$ cat src/rtl/lrf_frame_packer.sv
// Pixel-to-AXI-Stream frame packer: gathers PIXELS_PER_BEAT pixels per beat,
// buffers beats in a FWFT FIFO and closes broken frames with a zero tlast beat.
module lrf_frame_packer #(
    parameter  int PIXELS_PER_BEAT = 16,
    parameter  int IMAGE_DIM       = 512,
    parameter  int FIFO_DEPTH      = 16,
    localparam int DATA_WIDTH      = 8 * PIXELS_PER_BEAT
) (
    input  logic                  s_axis_aclk,
    input  logic                  s_axis_aresetn,
    input  logic [7:0]            pix_data,
    input  logic                  pix_valid,
    input  logic                  pix_sof,
    output logic [DATA_WIDTH-1:0] m_axis_tdata,
    output logic                  m_axis_tvalid,
    input  logic                  m_axis_tready,
    output logic                  m_axis_tlast,
    output logic                  overflow,
    output logic                  frame_err,
    output logic                  frame_done
);

    localparam int BEATS_PER_IMAGE = IMAGE_DIM * IMAGE_DIM / PIXELS_PER_BEAT;
    localparam int LW = $clog2(PIXELS_PER_BEAT);
    localparam int BW = (BEATS_PER_IMAGE > 1) ? $clog2(BEATS_PER_IMAGE) : 1;
    localparam int AW = $clog2(FIFO_DEPTH);

    typedef enum logic [1:0] {
        WAIT_SOF,
        RUN,
        DROP
    } state_t;

    state_t                state_q, state_d;
    logic [LW-1:0]         lane_q, lane_d;
    logic [BW-1:0]         beat_q, beat_d;
    logic [DATA_WIDTH-1:0] asm_q, asm_d;
    logic                  abort_q, abort_d;

    logic                  set_ovf, set_err;
    logic                  push;
    logic [DATA_WIDTH:0]   push_word;
    logic [DATA_WIDTH-1:0] beat_data;
    logic                  beat_last;
    logic                  abort_reason;
    logic                  abort_push;

    logic [AW:0]           wr_ptr_q, rd_ptr_q;
    logic [DATA_WIDTH:0]   mem [FIFO_DEPTH];
    logic [DATA_WIDTH:0]   head;
    logic                  fifo_empty, fifo_full, pop, can_accept;

    assign fifo_empty = (wr_ptr_q == rd_ptr_q);
    assign fifo_full  = (wr_ptr_q[AW] != rd_ptr_q[AW]) &&
                        (wr_ptr_q[AW-1:0] == rd_ptr_q[AW-1:0]);
    assign pop        = !fifo_empty && m_axis_tready;
    // A pop in the same cycle frees a slot for the incoming push.
    assign can_accept = !fifo_full || pop;

    assign head          = mem[rd_ptr_q[AW-1:0]];
    assign m_axis_tvalid = !fifo_empty;
    assign m_axis_tdata  = fifo_empty ? '0 : head[DATA_WIDTH-1:0];
    assign m_axis_tlast  = !fifo_empty && head[DATA_WIDTH];

    // Next-state, lane assembly, FIFO push selection and abort bookkeeping.
    always_comb begin
        state_d      = state_q;
        lane_d       = lane_q;
        beat_d       = beat_q;
        asm_d        = asm_q;
        abort_d      = abort_q;
        set_ovf      = 1'b0;
        set_err      = 1'b0;
        push         = 1'b0;
        push_word    = '0;
        abort_reason = 1'b0;
        abort_push   = 1'b0;
        beat_data    = asm_q;
        beat_data[8*lane_q +: 8] = pix_data;
        beat_last    = (beat_q == BW'(BEATS_PER_IMAGE - 1));

        // Pending abort beat owns the push port; data beats meeting it are lost.
        if (abort_q && can_accept) begin
            push                 = 1'b1;
            push_word            = '0;
            push_word[DATA_WIDTH] = 1'b1;
            abort_push           = 1'b1;
        end

        if (pix_valid && pix_sof) begin
            if (state_q == RUN && (lane_q != '0 || beat_q != '0)) begin
                set_err      = 1'b1;
                abort_reason = 1'b1;
            end
            asm_d       = asm_q;
            asm_d[7:0]  = pix_data;
            lane_d      = LW'(1);
            beat_d      = '0;
            state_d     = RUN;
        end else if (pix_valid && state_q == RUN) begin
            asm_d  = beat_data;
            lane_d = lane_q + LW'(1);
            if (lane_q == LW'(PIXELS_PER_BEAT - 1)) begin
                beat_d = beat_q + BW'(1);
                if (abort_q || !can_accept) begin
                    set_ovf      = 1'b1;
                    abort_reason = 1'b1;
                    state_d      = beat_last ? WAIT_SOF : DROP;
                end else begin
                    push      = 1'b1;
                    push_word = {beat_last, beat_data};
                    if (beat_last) begin
                        state_d = WAIT_SOF;
                    end
                end
            end
        end

        // A new reason while already pending merges into the existing abort.
        abort_d = abort_q ? !abort_push : abort_reason;
    end

    // Control state, counters, sticky flags and FIFO pointers.
    always_ff @(posedge s_axis_aclk or negedge s_axis_aresetn) begin
        if (!s_axis_aresetn) begin
            state_q    <= WAIT_SOF;
            lane_q     <= '0;
            beat_q     <= '0;
            asm_q      <= '0;
            abort_q    <= 1'b0;
            overflow   <= 1'b0;
            frame_err  <= 1'b0;
            frame_done <= 1'b0;
            wr_ptr_q   <= '0;
            rd_ptr_q   <= '0;
        end else begin
            state_q    <= state_d;
            lane_q     <= lane_d;
            beat_q     <= beat_d;
            asm_q      <= asm_d;
            abort_q    <= abort_d;
            overflow   <= overflow | set_ovf;
            frame_err  <= frame_err | set_err;
            frame_done <= pop && m_axis_tlast;
            if (push) begin
                wr_ptr_q <= wr_ptr_q + (AW+1)'(1);
            end
            if (pop) begin
                rd_ptr_q <= rd_ptr_q + (AW+1)'(1);
            end
        end
    end

    // Beat storage; contents are only visible while the FIFO is non-empty.
    always_ff @(posedge s_axis_aclk) begin
        if (push) begin
            mem[wr_ptr_q[AW-1:0]] <= push_word;
        end
    end

endmodule
$ cat config.mk
export PLATFORM = sky130hd
export DESIGN_NAME = lrf_frame_packer
export DESIGN_NICKNAME = d
export VERILOG_FILES = /design/src/rtl/lrf_frame_packer.sv
export SDC_FILE = /design/constraint.sdc
export NUM_CORES = 2
export LEC_CHECK = 0
export CORE_ASPECT_RATIO = 0.5
export CORE_MARGIN = 3
export CORE_UTILIZATION = 40
export CTS_BUF_LIST = sky130_fd_sc_hd__clkbuf_4
export DETAILED_ROUTE_END_ITERATION = 10
export DONT_BUFFER_PORTS = 1
export PLACE_DENSITY = 0.56
export SYNTH_ARGS = -nofsm -noshare
export SYNTH_HDL_FRONTEND = slang
export SYNTH_SLANG_ARGS = --single-unit
export TNS_END_PERCENT = 100
$ cat constraint.sdc
create_clock -name s_axis_aclk -period 11 [get_ports s_axis_aclk]
set_input_delay 2.2 -clock s_axis_aclk [delete_from_list [all_inputs] [get_ports s_axis_aclk]]
set_output_delay 2.2 -clock s_axis_aclk [all_outputs]
set_load 0.01 [all_outputs]
==> results.toml <==
[outcome]
outcome = "finished clean"

[synthesis]
syn-cell-area_um2 = 85900
ys_seq_elements = 2226
synth_cells = 4273
synth_top_cell_area_share_pct = 72.2
synth.area.top_cells = "edfxtp_1 72%, mux4_2 14%, dfrtp_1 4.7%, o22ai_1 1.9%, nor3_1 0.83%"
synth_largest_area_cell = "edfxtp_1"
synth_flop_cell = "edfxtp_1"
synth_cell_types = 54
synth.avg_cell_area_um2 = 20.1
yosys_warnings = 0
synthArstFlopShare_pct = 7.28
synth_nets = 4299
synth_edf_count = 2064
seq_area_frac_synth_pct = 76.9

[detailed_routing]
routedWlPerCell_um = 29.5
via_per_inst = 5.77
drt_iter0_drc = 4793
postRouteWirelength_um = 230000
vias = 45100
ant_nets = 0
first_pass_iters = 5
post-route-drc-count = 0

[cells_and_area]
finalNonFillerCells = 7811
utilization_pct = 45.1
n_fill_cell = 18200
final_common_cell = "edfxtp_1"
layout-drive-gt1-share_pct = 29.9
multi_input_area_um2 = 18700
most-common-layout-cells = "2,064 x edfxtp_1, 767 x clkbuf_4, 516 x mux4_2"
area_growth_pct = 11.4
finalNetCount = 4655
seqCellArea_um2 = 66000

[sta]
drv_slew = 0
setup-tns-final_ns = 0
clock.fmax_mhz = 133
skew_ns = 0.0825
setup_viol = 0
relSlewSlack_pct = 3.31
finalCritPeriodShare_pct = 68.4
worst_slew_pin_slew_ns = 1.45
period_needed_ns = 7.52
hold_ws_ns = 0.481
hold_viol = 0
rsz0062_at_grt = "false"

[clocking]
h-tree-depth = 6
cts_resized = 0
root_buffer = "clkbuf_4"
tritoncts = "done"
cts-hold-fix-buffers = 0
clkTransAtPathRegs_ns = 0.08
cts_sinks = 2226
cts_made_buffers = 536
clock_path_buffers = 4
clk_latency_ns = 1.19
cts_setup_buffers = 0

[power_and_ir_drop]
power.leakage_uw = 0.0285
cellPowerDensity_nw_per_um2 = 223
peakVddDrop_mv = 0.295

[setup_path]
endpoint_kind = "output pin"
arrival_ns = 5.32
reg2reg_slack_ns = 6.29
crit_path_end = "m_axis_tdata[86]"
r2r_cells = 7
required_ns = 8.80
cp-startpoint = "rd_ptr_q[2]$_DFFE_PN0P_"
cp-start-kind = "flop"
worstPathMaxFanout = 63
r2r_end = "mem[2][61]$_DFFE_PP_"
path_class = "flop to output pin"
r2r_start = "lane_q[0]$_DFFE_PN0P_"

[floorplan]
fp.dieW_um = 661
initial_core_util_pct = 40.5
dieArea_um2 = 221000
core_area_um2 = 212000
io_pins = 146
chipHeight_um = 334
rows = 119

[min_path]
min_path_type = "flop to flop"

[global_routing]
overflow = 0
grt_pass1_wl_um = 331000
grt_max_degree = 163
grt_pass1_vias = 46800
grt_antenna_before_repair = 9
track_usage_pct = 20.7

[run]
maxCapViolCount = 0

[place]
hpwl_um = 123000
placed_cells = 6933
io_buffer_count = 0
routabilityCongestion = 0.849
## report_power, final
group	total (µW)	internal [µW]	switching (µW)	leakage [µW]
clock	6640	3430	3210	0.00389
sequential	9740	9470	271	0.0194
combinational	4980	1720	3260	0.00526
## stage by stage
stage	worst slack (ns)	cell area [µm²]	total power, µW
after floorplan	2.23	85900	13200
after global placement	4.55	89200	15000
after detailed placement	4.56	89200	15000
after CTS	3.24	95700	21700
after global routing	3.20	95700	22300
final	3.48	95700	21400
## worst max-delay path, cell delays in order (launching register included)
cell and delay (ns):
dfrtp_4 1.22, buf_4 0.82, buf_4 0.77, mux4_2 0.37, o22ai_1 0.12, nor3_1 0.69
## kinds of logic (layout without fill, tap and decap cells)
logic type / after synthesis / in the layout / share of synthesized area (%)
fa+ha+maj: 13 / 13 / 0.189
mux: 573 / 573 / 14.3
xor+xnor: 24 / 24 / 0.245
other cells: 0 / 4 / 0
flops: 2226 / 2226 / 76.9
compound gates: 490 / 490 / 3.35
buf+inv: 284 / 975 / 1.52
simple gates: 663 / 663 / 3.57
## cells in the mapped netlist (2+ instances only)
master       n
nand4_1     17
a21oi_1     90
or3_1        2
nand2b_1    15
a22o_1       3
mux4_2     516
nor3_1     143
dfrtp_1    162
xor2_1      14
nor2b_1      8
o31ai_1      8
buf_4        5
nor4_1       3
o22ai_1    257
and3_1      27
o211a_1      2
xnor2_1     10
nor2_1     171
mux2_4       8
edfxtp_1  2064
and4_1       4
inv_1       13
a221o_1      8
and2_1      22
buf_6       15
ha_1        13
clkbuf_1   135
mux2i_1     40
nand2_1    179
or2_2        3
mux2_2       9
nand3b_1     3
o211ai_1     2
buf_1       28
buf_2       87
nor3b_1      2
o21ai_0    114
nand3_1     54
or2_0        2
## worst min-delay path by stage
stage	from	to	slack [ns]	cells past startpoint
2_1_floorplan	asm_q[88]$_DFFE_PN0P_	asm_q[88]$_DFFE_PN0P_	0.45	2
3_3_place_gp	asm_q[96]$_DFFE_PN0P_	asm_q[96]$_DFFE_PN0P_	0.46	2
3_5_place_dp	asm_q[92]$_DFFE_PN0P_	asm_q[92]$_DFFE_PN0P_	0.47	2
4_1_cts	asm_q[92]$_DFFE_PN0P_	asm_q[92]$_DFFE_PN0P_	0.48	2
5_1_grt	asm_q[54]$_DFFE_PN0P_	asm_q[54]$_DFFE_PN0P_	0.51	2
6_report	asm_q[77]$_DFFE_PN0P_	asm_q[77]$_DFFE_PN0P_	0.48	2
## state kept, by name, indices dropped and copies added, names as in the netlist
name,count
frame_err,1
wr_ptr_q,5
rd_ptr_q,5
beat_q,14
frame_done,1
asm_q,128
abort_q,1
overflow,1
state_q,2
lane_q,4
mem,2064
## cell type report
class                      count  share of cell area [%]
antenna                        4                  0.0105
clock buffer                 767                    6.02
clock inverter               106                   0.784
inverter                      13                  0.0510
multi-input combinational   1763                    19.6
sequential                  2226                    69.0
tap                         2843                    3.72
timing repair buffer          89                   0.855
## layer usage
metal  wire (µm)  global-route usage [%]
met5          13                       0
met4        4900                    5.93
met3       19200                    4.86
met2      107000                    31.8
met1       99000                    29.8
Note: power is estimated with default switching activity, not from simulation.
